$ cat src/rtl/eater_pkg.sv
// Shared definitions for the 8-bit bus machine: opcodes, control-word layout
// and sequencer run states.
package eater_pkg;

    localparam int unsigned STEPS_DEF = 5;
    localparam int unsigned STEP_W    = 3;
    localparam int unsigned OP_W      = 4;
    localparam int unsigned CW_W      = 16;

    localparam logic [OP_W-1:0] OP_NOP = 4'h0;
    localparam logic [OP_W-1:0] OP_LDA = 4'h1;
    localparam logic [OP_W-1:0] OP_ADD = 4'h2;
    localparam logic [OP_W-1:0] OP_SUB = 4'h3;
    localparam logic [OP_W-1:0] OP_STA = 4'h4;
    localparam logic [OP_W-1:0] OP_LDI = 4'h5;
    localparam logic [OP_W-1:0] OP_JMP = 4'h6;
    localparam logic [OP_W-1:0] OP_JC  = 4'h7;
    localparam logic [OP_W-1:0] OP_JZ  = 4'h8;
    localparam logic [OP_W-1:0] OP_OUT = 4'hE;
    localparam logic [OP_W-1:0] OP_HLT = 4'hF;

    // Control-word bit positions
    localparam int unsigned CW_HLT = 15;
    localparam int unsigned CW_MI  = 14;
    localparam int unsigned CW_RI  = 13;
    localparam int unsigned CW_RO  = 12;
    localparam int unsigned CW_IO  = 11;
    localparam int unsigned CW_II  = 10;
    localparam int unsigned CW_AI  = 9;
    localparam int unsigned CW_AO  = 8;
    localparam int unsigned CW_EO  = 7;
    localparam int unsigned CW_SU  = 6;
    localparam int unsigned CW_BI  = 5;
    localparam int unsigned CW_OI  = 4;
    localparam int unsigned CW_CE  = 3;
    localparam int unsigned CW_CO  = 2;
    localparam int unsigned CW_J   = 1;
    localparam int unsigned CW_FI  = 0;

    typedef logic [CW_W-1:0] ctrl_word_t;

    typedef enum logic {
        RUN_ST  = 1'b0,
        HALT_ST = 1'b1
    } run_state_t;

    function automatic ctrl_word_t cw_bit(input int unsigned idx);
        return ctrl_word_t'(1) << idx;
    endfunction

endpackage

$ cat src/rtl/microcode_rom.sv
// Combinational microcode: (opcode, step, flags) -> control word, plus a flag
// marking the instruction's last active step.
module microcode_rom
    import eater_pkg::*;
(
    input  logic [OP_W-1:0]   opcode,
    input  logic [STEP_W-1:0] step,
    input  logic              flag_c,
    input  logic              flag_z,
    output ctrl_word_t        ctrl,
    output logic              last_step
);

    always_comb begin
        ctrl      = '0;
        last_step = 1'b0;
        case (step)
            3'd0: ctrl = cw_bit(CW_CO) | cw_bit(CW_MI);
            3'd1: ctrl = cw_bit(CW_RO) | cw_bit(CW_II) | cw_bit(CW_CE);
            3'd2: begin
                // Single-step instructions (and NOPs / untaken jumps) end here
                last_step = 1'b1;
                case (opcode)
                    OP_LDA, OP_ADD, OP_SUB, OP_STA: begin
                        ctrl      = cw_bit(CW_IO) | cw_bit(CW_MI);
                        last_step = 1'b0;
                    end
                    OP_LDI: ctrl = cw_bit(CW_IO) | cw_bit(CW_AI);
                    OP_JMP: ctrl = cw_bit(CW_IO) | cw_bit(CW_J);
                    OP_JC:  ctrl = flag_c ? (cw_bit(CW_IO) | cw_bit(CW_J)) : '0;
                    OP_JZ:  ctrl = flag_z ? (cw_bit(CW_IO) | cw_bit(CW_J)) : '0;
                    OP_OUT: ctrl = cw_bit(CW_AO) | cw_bit(CW_OI);
                    OP_HLT: ctrl = cw_bit(CW_HLT);
                    default: ctrl = '0;
                endcase
            end
            3'd3: begin
                case (opcode)
                    OP_LDA: begin
                        ctrl      = cw_bit(CW_RO) | cw_bit(CW_AI);
                        last_step = 1'b1;
                    end
                    OP_ADD, OP_SUB: ctrl = cw_bit(CW_RO) | cw_bit(CW_BI);
                    OP_STA: begin
                        ctrl      = cw_bit(CW_AO) | cw_bit(CW_RI);
                        last_step = 1'b1;
                    end
                    default: ctrl = '0;
                endcase
            end
            3'd4: begin
                case (opcode)
                    OP_ADD: begin
                        ctrl      = cw_bit(CW_EO) | cw_bit(CW_AI) | cw_bit(CW_FI);
                        last_step = 1'b1;
                    end
                    OP_SUB: begin
                        ctrl      = cw_bit(CW_EO) | cw_bit(CW_AI) | cw_bit(CW_SU)
                                  | cw_bit(CW_FI);
                        last_step = 1'b1;
                    end
                    default: ctrl = '0;
                endcase
            end
            default: ctrl = '0;
        endcase
    end

endmodule

$ cat src/rtl/control_sequencer.sv
// T-state sequencer and halt latch for the 8-bit bus machine; control word is
// decoded combinationally and valid for the whole step.
module control_sequencer
    import eater_pkg::*;
#(
    parameter int unsigned STEPS     = STEPS_DEF,
    parameter bit          EARLY_END = 1'b1
) (
    input  logic              clk,
    input  logic              rst_n,
    input  logic              en,
    input  logic [OP_W-1:0]   opcode,
    input  logic              flag_c,
    input  logic              flag_z,
    output logic              hlt,
    output logic              mi,
    output logic              ri,
    output logic              ro,
    output logic              ii,
    output logic              io,
    output logic              ai,
    output logic              ao,
    output logic              eo,
    output logic              su,
    output logic              bi,
    output logic              oi,
    output logic              ce,
    output logic              co,
    output logic              j,
    output logic              fi,
    output logic [STEP_W-1:0] t_state
);

    localparam logic [STEP_W-1:0] LAST_T = STEP_W'(STEPS - 1);

    logic [STEP_W-1:0] step_q;
    run_state_t        run_q;
    ctrl_word_t        rom_word;
    ctrl_word_t        ctrl_c;
    logic              rom_last;
    logic              halt_req;

    microcode_rom u_rom (
        .opcode    (opcode),
        .step      (step_q),
        .flag_c    (flag_c),
        .flag_z    (flag_z),
        .ctrl      (rom_word),
        .last_step (rom_last)
    );

    // HLT is only decoded at T2, so the counter is already parked on 2
    assign halt_req = rom_word[CW_HLT];

    always_ff @(posedge clk or negedge rst_n) begin
        if (!rst_n) begin
            step_q <= '0;
            run_q  <= RUN_ST;
        end else if (en && (run_q == RUN_ST)) begin
            if (halt_req) begin
                run_q <= HALT_ST;
            end else if ((step_q == LAST_T) || (EARLY_END && rom_last)) begin
                step_q <= '0;
            end else begin
                step_q <= step_q + STEP_W'(1);
            end
        end
    end

    // Reset gating and halt override of the decoded word
    always_comb begin
        ctrl_c = rom_word;
        if (!rst_n) begin
            ctrl_c = '0;
        end else if (run_q == HALT_ST) begin
            ctrl_c = cw_bit(CW_HLT);
        end
    end

    assign hlt     = ctrl_c[CW_HLT];
    assign mi      = ctrl_c[CW_MI];
    assign ri      = ctrl_c[CW_RI];
    assign ro      = ctrl_c[CW_RO];
    assign ii      = ctrl_c[CW_II];
    assign io      = ctrl_c[CW_IO];
    assign ai      = ctrl_c[CW_AI];
    assign ao      = ctrl_c[CW_AO];
    assign eo      = ctrl_c[CW_EO];
    assign su      = ctrl_c[CW_SU];
    assign bi      = ctrl_c[CW_BI];
    assign oi      = ctrl_c[CW_OI];
    assign ce      = ctrl_c[CW_CE];
    assign co      = ctrl_c[CW_CO];
    assign j       = ctrl_c[CW_J];
    assign fi      = ctrl_c[CW_FI];
    assign t_state = step_q;

endmodule

$ cat config.mk
export PLATFORM = sky130hd
export DESIGN_NAME = control_sequencer
export DESIGN_NICKNAME = d
export VERILOG_FILES = /design/src/rtl/eater_pkg.sv /design/src/rtl/microcode_rom.sv /design/src/rtl/control_sequencer.sv
export SDC_FILE = /design/constraint.sdc
export NUM_CORES = 1
export LEC_CHECK = 0
export CORE_MARGIN = 2
export CORE_UTILIZATION = 41
export CTS_CLUSTER_DIAMETER = 30
export DETAILED_ROUTE_END_ITERATION = 8
export GPL_TIMING_DRIVEN = 0
export PLACE_DENSITY = 0.9
export SLEW_MARGIN = 30
export SYNTH_ARGS = -nofsm -noshare
export SYNTH_HDL_FRONTEND = slang
export SYNTH_SLANG_ARGS = --single-unit
$ cat constraint.sdc
create_clock -name clk -period 2.36 [get_ports clk]
set_clock_uncertainty 0.2 [all_clocks]
set_input_delay 0.472 -clock clk [delete_from_list [all_inputs] [get_ports clk]]
set_output_delay 0.472 -clock clk [all_outputs]
set_load 0.005 [all_outputs]
---- After elaboration in Yosys (flattened, before gate mapping) ----
Index checks and enable logic that the tools add are counted.
storage, ports and cells
  bits in registers ....................... 4
cells by class
  eq/ne operators ......................... 14
  multiplexer cells ....................... 13
  $add $sub $neg .......................... 1
  bitwise gates (word level) .............. 2
  reduce and logical (&&, ||, !) cells .... 8
operators by type and width
  cell                   count
  $pmux W16 S7           1
  $pmux W16 S5           1
  $pmux W14 S3           1
  $mux W16               2
  $mux W12               2
  $pmux W10 S2           1
  $eq A4 B3 Y1 const B   4
  $eq A4 B4 Y1 const B   3
  $eq A4 B2 Y1 const B   2
  $eq A3 B2 Y1 const B   2
  $eq A4 B1 Y1 const B   1
  $reduce_and A2 Y1      2
  $reduce_or A2 Y1       2
  $reduce_or A4 Y1       1
  $add A3 B1 Y3 const B  1
  $eq A3 B1 Y1 const B   1
  $eq A3 B3 Y1 const B   1
  $logic_not A3 Y1       1
  $mux W1                3
  $mux W3                1
  $pmux W1 S3            1
  $not A1 Y1             2
  $logic_and A1 B1 Y1    1
  $logic_or A1 B1 Y1     1

---- Longest topological paths before layout ----
Gate-level depths: netlist of run 1.
  depth after elaboration ................. 6
  gate-level depth with buffers ........... 7

---- Modules after synthesis ----
Synthesis of run 1 repeated with hierarchy kept, for this count alone.
unflattened totals
  cell total of the unflattened synthesis .. 90
  area total of the unflattened synthesis .. 743.2 µm²
by module, submodules not included
  module             seq. area each (µm²)  cells each  instances  area an instance (µm²)
  microcode_rom      0.0                   55          1          420.4
  control_sequencer  100.1                 35          1          322.8

---- Worst setup path before layout of run 1 ----
Ideal clock, no wire load.
  path kind ............................... register to output
  start point ............................. register step_q[0], in the netlist t_state[0]
  end point ............................... output ai
  required time ........................... 1688 ps
  data arrival time ....................... 1515 ps
  setup slack ............................. 173 ps
  stages on the path, launching flop included .. 7
  cells stage by stage .................... dfrtp_1 inv_1 ha_1 nor2b_1 mux2i_1 o32a_1 nor3_1
between the ends
  cells in the longest elaborated chain, start to end .. 4
  elaborated cells between the ends (all ways) .. 8
  those cells by class .................... eq/ne (4); mux (3); reduce/logical (1)
RTL lines
  element                                     line                     text
  start, declared                             control_sequencer.sv:36  logic [STEP_W-1:0] step_q;
  start signal, assigned                      control_sequencer.sv:65  step_q <= step_q + STEP_W'(1);
  $eq A3 B3 Y1, or another cell as far along  microcode_rom.sv:17      case (step)
  $pmux W16 S5 *                              microcode_rom.sv:17
  $mux W16 *                                  control_sequencer.sv:75  end else if (run_q == HALT_ST) begin
  $mux W16 *                                  control_sequencer.sv:73  if (!rst_n) begin
  end, declared                               control_sequencer.sv:21  output logic ai,
Every way passes the cells marked *; elsewhere a longest branch is shown, timed or not.

---- Worst setup path in the final report of run 1 ----
  start point ............................. register step_q[0], in the netlist t_state[0]
  end point ............................... output su
between the ends
  cells in the longest elaborated chain, start to end .. 4
  elaborated cells between the ends (all ways) .. 8
  those cells by class .................... eq/ne (4); mux (3); reduce/logical (1)
RTL lines
  element                                     line                     text
  $eq A3 B3 Y1, or another cell as far along  microcode_rom.sv:17
  $pmux W16 S5 *                              microcode_rom.sv:17
  $mux W16 *                                  control_sequencer.sv:75
  $mux W16 *                                  control_sequencer.sv:73
  end, declared                               control_sequencer.sv:24  output logic su,
Marks and branches as above.

==> metrics.txt, run 1 <==
post-route ant nets=0; synthesized flop and latch total=4; nets@finish=142; clock slew at reported path FFs=0.03 ns; max-cap viol count=0; Critical Path Fanout Max=6; RSZ-0062 raised after global routing=yes; total die area=1910 um^2; WHS Path Cells=1; met1 GRT Util=33.0%; Unique masters post-synth=37; Reg area=103 um^2; post-DP HPWL=1250 um; power per cell area=938 nW/um^2; final setup margin=-0.112 ns; Clock Tree Root=clkbuf_4; DRT Pass-1 Iters=4; Reg2Reg Capture Point=t_state[2]; post-layout power=1190 uW; number of synthesized flops with an enable pin=0; Hold EP=run_q; FMAX=404 MHz; Worst EP required=1.69 ns; Register-to-Register Path Depth=8; I/O pins=28; WS Path Type=flop to primary output; row count=14; RR Startpoint=t_state[1]; grt met3 use=2.50%; number of global-route vias before repair=787; Hold Crit Start=run_q; share of layout cells above drive strength 1=62.7%; GRT Util Overall=26.4%; n_diodes=0; dpl ws=-0.798 ns; fillers=71; Main synth FF type=dfrtp_1; hold violation count in the final report=0; Starting Density=43.4%; syn_nets=93; peak supply drop=0.872 mV; final WL=2470 um; Tcrit/Tclk final=105%; DR DRC count=0; Final GP Congestion=0.779; Synth top cells by count=inv_1, nor2_1, ha_1, nand2_1, nor3_1; PortBufs=24; violated checks=negative setup slack; Slew @ Worst Pin=0.306 ns; min-delay worst type=flop to flop; Inserted Clock Buffers=3; CTS Buffer Depth=2; largest net degree at the start of global routing=11; Worst slew margin=79.5%; Avg Inst Size Synth=8.19 um^2; CP Cell Sequence=ha_4, ha_4, nor2_1, a21o_1, buf_6, nor2_2, nor4b_4, buf_2; worst path arrival time=1.80 ns; Mapped Cells=79; clk sink count=4; leakage=0.000604 uW; Die H=43.7 um; crit end category=primary output; grt met2 use=45.0%; Ys Warns=0; area of the multi-input gates=652 um^2; area grow syn2layout=96.3%; Worst-Skew Late Latency=0.23 ns; DR iter-0 viols=17; H-tree levels=1; CP most frequent cell=ha_4; first-pass GRT wire length=3680 um; DR vias/cell=5.59; CTS tree=built; Crit path largest cell delay=0.44 ns; Core ar.=1490 um^2; Final Max Tran Viols=0; via count=794; Yosys top cell by area=dfrtp_1; synthesized cell area=647 um^2; Synth async-reset ratio=100%; final worst path period need=2.47 ns; Reg2Reg Setup Slack=0.21 ns; initial antenna violation count=0; status=complete, but fails checks; width of the die=43.7 um; Overflow after GRT=0; WL per Instance=17.4 um; synth top area cells=dfrtp_1, ha_1, a21o_1; Slowest cell on crit path=dfrtp_2; Final setup viols=4; Top Usage Layer GRT=met2; top-area cell type share of the netlist area=15.5%; post-synthesis sequential area ratio=15.5%; top-count cell post-synth=inv_1; CP Launch Type=flop
==> kinds of logic (layout without fill, tap and decap cells) <==
| kind of cell | count (synthesis) | count (layout) | share of synthesized area, % |
|---|---|---|---|
| mux | 2 | 2 | 3.29 |
| fa+ha+maj | 5 | 5 | 9.67 |
| simple gates | 34 | 34 | 33.1 |
| compound gates | 19 | 19 | 25.7 |
| buf+inv | 15 | 62 | 12.8 |
| flops | 4 | 4 | 15.5 |
==> area by class of cell <==
cell class / count / area share, %
flip-flops and latches: 4 / 8.08
multi-input cells: 60 / 51.3
inverters: 8 / 2.96
plain buffers: 7 / 5.32
well taps: 16 / 1.58
clock buffers: 3 / 1.77
repair buffers: 44 / 29.0
==> cell usage in the layout (no fill, tap or decap), types with 4 or more instances in the layout <==
cell             count
a21o_1               4
buf_6               12
inv_1                4
ha_4                 5
clkdlybuf4s50_1      5
buf_2                8
nand2_1              5
nor2_1               5
buf_4               15
==> report_power, final <==
group | switching (uW) | internal (uW) | total, uW
Combinational | 423 | 534 | 957
Clock | 22.7 | 56.5 | 79.2
Sequential | 52.2 | 103 | 156
Total | 498 | 694 | 1190
==> how the worst max path moves through the flow <==
stage | from | end | slack (ns)
CTS | t_state[0] | ai | -0.09
detailed placement | rst_n | su | -0.80
finish | t_state[0] | su | -0.11
global route | t_state[0] | su | -0.21
floorplan | t_state[0] | ai | 0.17
global placement | opcode[1] | io | -0.71
==> routing by layer <==
layer | routed length (um) | up-vias
li1 | - | 378
met1 | 1040 | 392
met2 | 1350 | 22
met3 | 63 | 2
met4 | 16 | 0
met5 | 0 | -
==> worst max-delay path, delay by kind of cell, from the launching register on <==
kind / cells / cell delay, ns
AOI/OAI and AO/OA: 1 / 0.20
adders and majority gates: 2 / 0.33
and+or+nand+nor: 3 / 0.30
DFF: 1 / 0.44
buffers and inverters: 2 / 0.29
==> timing repair <==
action,CTS,global route
hold buffers,1,0
setup buffers,14,6
endpoints found under the setup margin,16,12
cloned,1,0
endpoints found under the hold margin,4,0
pin swaps,11,11
gates resized for setup,88,22
==> stage by stage <==
| step | cells | hold slack, ns | area [um^2] | utilization (%) | setup TNS [ns] |
|---|---|---|---|---|---|
| 2_1_floorplan | 79 | -0.0236 | 647 | - | 0 |
| 3_3_place_gp | 119 | 0.279 | 907 | 60.9 | -8.76 |
| 3_5_place_dp | 119 | 0.298 | 907 | 60.9 | -9.21 |
| 4_1_cts | 137 | 0.316 | 1190 | 80.0 | -0.235 |
| 5_1_grt | 142 | 0.332 | 1270 | 85.3 | -0.842 |
| 6_report | 142 | 0.315 | 1270 | 85.3 | -0.349 |
==> sequential cells by signal, indices dropped and copies added (netlist names) <==
name and cells:
run_q 1, t_state 3
(Power assumes the default switching activity.)
==> run 2, diff against run 1 <==
--- a/config.mk
+++ b/config.mk
@@ -6,11 +6,11 @@
 export NUM_CORES = 1
 export LEC_CHECK = 0
 export CORE_MARGIN = 2
-export CORE_UTILIZATION = 41
+export CORE_UTILIZATION = 37
 export CTS_CLUSTER_DIAMETER = 30
 export DETAILED_ROUTE_END_ITERATION = 8
 export GPL_TIMING_DRIVEN = 0
-export PLACE_DENSITY = 0.9
+export PLACE_DENSITY = 0.86
 export SLEW_MARGIN = 30
 export SYNTH_ARGS = -nofsm -noshare
 export SYNTH_HDL_FRONTEND = slang
==> constraint.sdc (replaced) <==
create_clock -name clk -period 2.2 [get_ports clk]
set_clock_uncertainty 0.2 [all_clocks]
set_input_delay 0.44 -clock clk [delete_from_list [all_inputs] [get_ports clk]]
set_output_delay 0.44 -clock clk [all_outputs]
set_load 0.005 [all_outputs]
==> run 2 against run 1 <==
Compared with the run above:
- non-clock buffer count up 8
- sequential power up 6%
- die area up 9.8%
- total power up 16%
- hold slack better by 0.019 ns
- the flow still finishes with violations (negative setup slack)
- sequential share of layout area down 0.51 points
- via count up 9.2%
- global-route usage down 4.0 points
- register-to-register slack worse by 0.18 ns
- combinational power up 17%
- flip-flop and latch count unchanged
- utilization down 5.0 points
==> metrics.txt, run 2 (synthesized netlist as in run 1, its figures left out) <==
Levels on crit path=8 (unchanged); WS Path Type=flop to primary output; Final Max Tran Viols=0 (unchanged); min-delay worst type=flop to flop; status=complete, but fails checks; most frequent cells in the layout=buf_4, buf_6, buf_2; n_diodes=0 (unchanged); row count=15 (+1); leakage=0.000647 uW (+7.0%); RSZ-0062 raised after global routing=yes; share of layout cells above drive strength 1=68.7% (+6.0 points); width of the die=45.8 um (+4.8%); FMAX=411 MHz; peak supply drop=0.974 mV (+12%); via count=867 (+9.2%); PortBufs=24 (unchanged); Worst slew margin=80.0% (+0.47 points); GRT Util Overall=22.4% (-4.0 points); final setup margin=-0.234 ns (-0.122 ns); total die area=2100 um^2 (+9.8%); Slowest cell on crit path=dfrtp_2; violated checks=negative setup slack; area grow syn2layout=110%; Register-to-Register Path Depth=8 (unchanged); CP Cell Sequence=inv_4, ha_4, nor2b_4, buf_4, buf_6, and3_4, o21a_1, clkbuf_2; Slew @ Worst Pin=0.299 ns (-0.00678 ns); initial antenna violation count=0 (unchanged); Crit path largest cell delay=0.46 ns (+0.02 ns); power per cell area=1010 nW/um^2 (+8.2%); WL per Instance=18.4 um (+5.8%); first-pass GRT wire length=3400 um (-7.5%); I/O pins=28 (unchanged); Tcrit/Tclk final=111%; worst path arrival time=1.79 ns (about the same); DR iter-0 viols=33 (+16); largest net degree at the start of global routing=11 (unchanged); Core ar.=1690 um^2 (+13%); CP Launch Type=flop; number of global-route vias before repair=738 (-6.2%); hold violation count in the final report=0 (unchanged); CTS tree=built; H-tree levels=1 (unchanged); clk sink count=4 (unchanged); Final setup viols=13 (+9); final worst path period need=2.43 ns; DR vias/cell=5.74 (+2.7%); CTS Buffer Depth=2 (unchanged); Starting Density=38.3% (-5.1 points); setup TNS=-1.91 ns (-1.56 ns); max-cap viol count=0 (unchanged); Buf+Inv Stages, Crit Path=4 (+2); final WL=2780 um (+13%); crit end category=primary output; post-DP HPWL=1160 um (-7.8%); fin util=80.3% (-5.0 points); commonest non-fill, non-tap cell in the layout=buf_4; post-route ant nets=0 (unchanged); Die H=45.8 um (+4.8%); Worst-Skew Late Latency=0.23 ns (about the same); Critical Path Fanout Max=4 (-2); clock slew at reported path FFs=0.04 ns (about the same); Clock Tree Root=clkbuf_4; DRT Pass-1 Iters=4 (unchanged); Overflow after GRT=0 (unchanged); Worst EP required=1.56 ns (-0.13 ns); nets@finish=150 (+5.6%); Final GP Congestion=0.774 (-0.59%); DR DRC count=0 (unchanged); WHS Path Cells=1 (unchanged); Largest register FFs=3 (unchanged); cell family with most CP delay=flip-flops; Inserted Clock Buffers=3 (unchanged); dpl ws=-0.838 ns (-0.0402 ns)
==> run 2: timing repair <==
action | CTS | global route
pin swaps | 12 | 9
endpoints found under the setup margin | 16 | 14
setup buffers | 11 | 16
cloned | 0 | 0
hold buffers | 1 | 0
gates resized for setup | 85 | 36
hold endpoints to repair | 4 | 0
==> run 2: final timing paths <==
path	slack, ns	end	from
min in group asynchronous	0.55	t_state[2]	rst_n
hold reg to reg	0.33	run_q	run_q
setup reg to reg	0.03	t_state[2]	t_state[1]
setup / recovery	-0.23	hlt	t_state[0]
hold / removal	0.33	run_q	run_q
max in group asynchronous	1.07	t_state[1]	rst_n
==> run 2: cell type report <==
type / count / area, um^2
plain buffers: 7 / 71.3
clock buffers: 3 / 22.5
flip-flops and latches: 4 / 103
repair buffers: 52 / 433
multi-input cells: 60 / 671
inverters: 8 / 35.0
well taps: 17 / 21.3
fillers: 94 / 333
==> run 2: routing by layer <==
layer	part of all wire, %	track usage (%)	vias to the layer above
met5	0	0	-
met4	0.50	10.9	0
met3	3.9	3.17	2
met2	53	36.3	35
met1	42	28.8	433
li1	-	-	397
==> run 2: worst reg2reg max path: stages, from the launching register on <==
cell       delay (ns)
dfrtp_2          0.43
buf_6            0.13
ha_4             0.16
nor2b_4          0.14
buf_4            0.13
buf_6            0.11
a311o_1          0.38
nand4b_4         0.24
o2bb2ai_2        0.17
==> run 2: per-stage QoR <==
stage          instance area (um^2)  total power, uW  hold slack (ns)  cells
2_1_floorplan                   647              499          -0.0556     79
3_3_place_gp                    908              682            0.280    120
3_5_place_dp                    908              697            0.296    120
4_1_cts                        1160             1040            0.310    135
5_1_grt                        1360             1470            0.356    151
6_report                       1360             1380            0.333    151
==> run 2: power breakdown <==
part	internal, uW	switching, uW	total, uW	leakage (uW)
logic	627	493	1120	0.000584
clock network	61.0	29.7	90.7	0.0000138
registers	111	54.5	165	0.0000488
total	799	577	1380	0.000647
==> run 3, diff against run 2 <==
--- a/config.mk
+++ b/config.mk
@@ -5,12 +5,13 @@
 export SDC_FILE = /design/constraint.sdc
 export NUM_CORES = 1
 export LEC_CHECK = 0
-export CORE_MARGIN = 2
-export CORE_UTILIZATION = 37
+export CORE_AREA = 2 2 39 41
 export CTS_CLUSTER_DIAMETER = 30
 export DETAILED_ROUTE_END_ITERATION = 8
+export DIE_AREA = 0 0 41 43
+export DONT_BUFFER_PORTS = 1
 export GPL_TIMING_DRIVEN = 0
-export PLACE_DENSITY = 0.86
+export PLACE_DENSITY = 0.78
 export SLEW_MARGIN = 30
 export SYNTH_ARGS = -nofsm -noshare
 export SYNTH_HDL_FRONTEND = slang
==> run 3 against run 2 <==
Compared with the run above:
- the flow still finishes with violations (negative setup slack)
- sequential power rose by 5%
- flip-flop and latch count did not move
- sequential share of layout area rose by 3.6 points
- die area fell by 16%
- highest routed layer unchanged
- final cell count fell by 30%
- maximum frequency rose by 4.2%
- critical path depth fell by 2
- register-to-register slack improved by 0.08 ns
- first-iteration DRC count fell by 79%
==> metrics.txt, run 3 (synthesized netlist as in run 1, its figures left out) <==
commonest non-fill, non-tap cell in the layout=buf_6; Tcrit/Tclk final=106% (-4.5 points); Final GP Congestion=0.719 (-7.2%); worst path arrival time=1.70 ns (-0.09 ns); Worst EP required=1.56 ns (about the same); area grow syn2layout=41.6%; CTS Buffer Depth=2 (unchanged); peak supply drop=0.610 mV (-37%); Largest register FFs=3 (unchanged); FMAX=428 MHz (+4.2%); setup TNS=-0.536 ns (+1.37 ns); Hold Crit Start=en; CP Launch Type=flop; DR iter-0 viols=7 (-79%); RSZ-0062 raised after global routing=yes; Cell Int Power=507 uW (-37%); WS Path Type=flop to primary output; Worst slew margin=73.6% (-6.4 points); final setup margin=-0.136 ns (+0.0984 ns); Worst-Skew Late Latency=0.23 ns (about the same); nets@finish=106 (-29%); Clock Tree Root=clkbuf_4; DRT Pass-1 Iters=5 (+1); RR Startpoint=t_state[0]; final worst path period need=2.34 ns (-0.0984 ns); hold violation count in the final report=0 (unchanged); post-route ant nets=0 (unchanged); Switch Pwr=431 uW (-25%); clock slew at reported path FFs=0.03 ns (about the same); largest net degree at the start of global routing=11 (unchanged); PortBufs=0 (-100%); share of layout cells above drive strength 1=54.4% (-14 points); Slew @ Worst Pin=0.392 ns (+0.0930 ns); clk sink count=4 (unchanged); Combinational Power Share=72.2% (-9.2 points); Final setup viols=7 (-6); sequential power share=18.6% (+6.6 points); Die H=43 um (-6.1%); I/O pins=28 (unchanged); Final Max Tran Viols=0 (unchanged); Inserted Clock Buffers=3 (unchanged); clock share of power=9.3% (+2.7 points); min-delay worst type=input port to flop; Worst Setup SP=t_state[0]; final hold slack=0.130 ns (-0.203 ns); initial antenna violation count=0 (unchanged); row count=14 (-1); violated checks=negative setup slack; n_diodes=0 (unchanged); via count=652 (-25%); first-pass GRT wire length=2390 um (-30%); number of global-route vias before repair=557 (-25%); Design Area, Final=916 um^2 (-32%); post-DP HPWL=1000 um (-13%); final WL=1750 um (-37%); Switching Share=45.9% (+4.0 points); CTS tree=built; Overflow after GRT=0 (unchanged); width of the die=41 um (-10%); WL per Instance=16.5 um (-10%); power per cell area=1020 nW/um^2 (+0.92%); fillers=116 (+23%); leakage=0.000378 uW (-42%); H-tree levels=1 (unchanged); Area after DPL=667 um^2 (-27%); Starting Density=46.7% (+8.4 points); fin util=66.2% (-14 points); status=complete, but fails checks; most frequent cells in the layout=buf_6, nor2_1, nand2_1, buf_4; max-cap viol count=0 (unchanged); DR vias/cell=6.15 (+7.1%); DR DRC count=0 (unchanged); GRT Util Overall=19.1% (-3.3 points); Critical Path Fanout Max=6 (+2); total die area=1760 um^2 (-16%); crit end category=primary output; Core ar.=1380 um^2 (-18%)
## run 3: metrics by stage
stage / setup slack [ns] / instances / total power, uW
4_1_cts: -0.0885 / 103 / 782
6_report: -0.136 / 106 / 938
3_5_place_dp: -0.187 / 95 / 569
2_1_floorplan: 0.0453 / 79 / 499
5_1_grt: -0.193 / 106 / 1020
3_3_place_gp: -0.158 / 95 / 558
## run 3: final cells by class
| cell class | instances | area [um^2] | area share, % |
|---|---|---|---|
| multi-input cells | 60 | 599 | 65.4 |
| flip-flops and latches | 4 | 103 | 11.2 |
| repair buffers | 8 | 73.8 | 8.06 |
| plain buffers | 7 | 62.6 | 6.83 |
| inverters | 8 | 35.0 | 3.83 |
| clock buffers | 3 | 22.5 | 2.46 |
| well taps | 16 | 20.0 | 2.19 |
## run 3: final timing paths
check / slack (ns) / cells past startpoint / end
worst min-delay path: 0.13 / 1 / run_q
worst max register to register: 0.11 / 8 / t_state[2]
worst min register to register: 0.31 / 1 / run_q
worst max-delay path: -0.14 / 6 / ai
max in group asynchronous: 1.34 / 1 / t_state[1]
min in group asynchronous: 0.28 / 1 / t_state[2]
## run 3: power by group through the flow
stage	Sequential, uW	Clock, uW	Combinational, uW
2_1_floorplan	142	0	357
3_3_place_gp	149	0	410
3_5_place_dp	150	0	419
4_1_cts	156	90.8	535
5_1_grt	178	100	741
6_report	174	86.8	677
## run 3: layer usage
layer / vias to the layer above / share of wire, % / track usage (%)
met1: 327 / 40 / 23.1
met5: - / 0 / 0
met2: 20 / 55 / 31.6
li1: 301 / - / -
met4: 0 / 2.0 / 7.33
met3: 4 / 3.5 / 3.66
## run 3: what timing repair did
action	in CTS	in global routing
endpoints found under the hold margin	4	0
gates cloned	0	0
hold buffers	1	0
buffers inserted	4	3
pin swaps	2	6
setup endpoints to repair	11	10
gates resized for setup	17	21
## run 3: worst max-delay path, cell delays in order, from the launching register on
cell and delay [ns]:
dfrtp_2 0.47, inv_4 0.10, ha_4 0.14, nor2b_4 0.16, mux2i_1 0.09, o32a_1 0.31
nor3_2 0.18
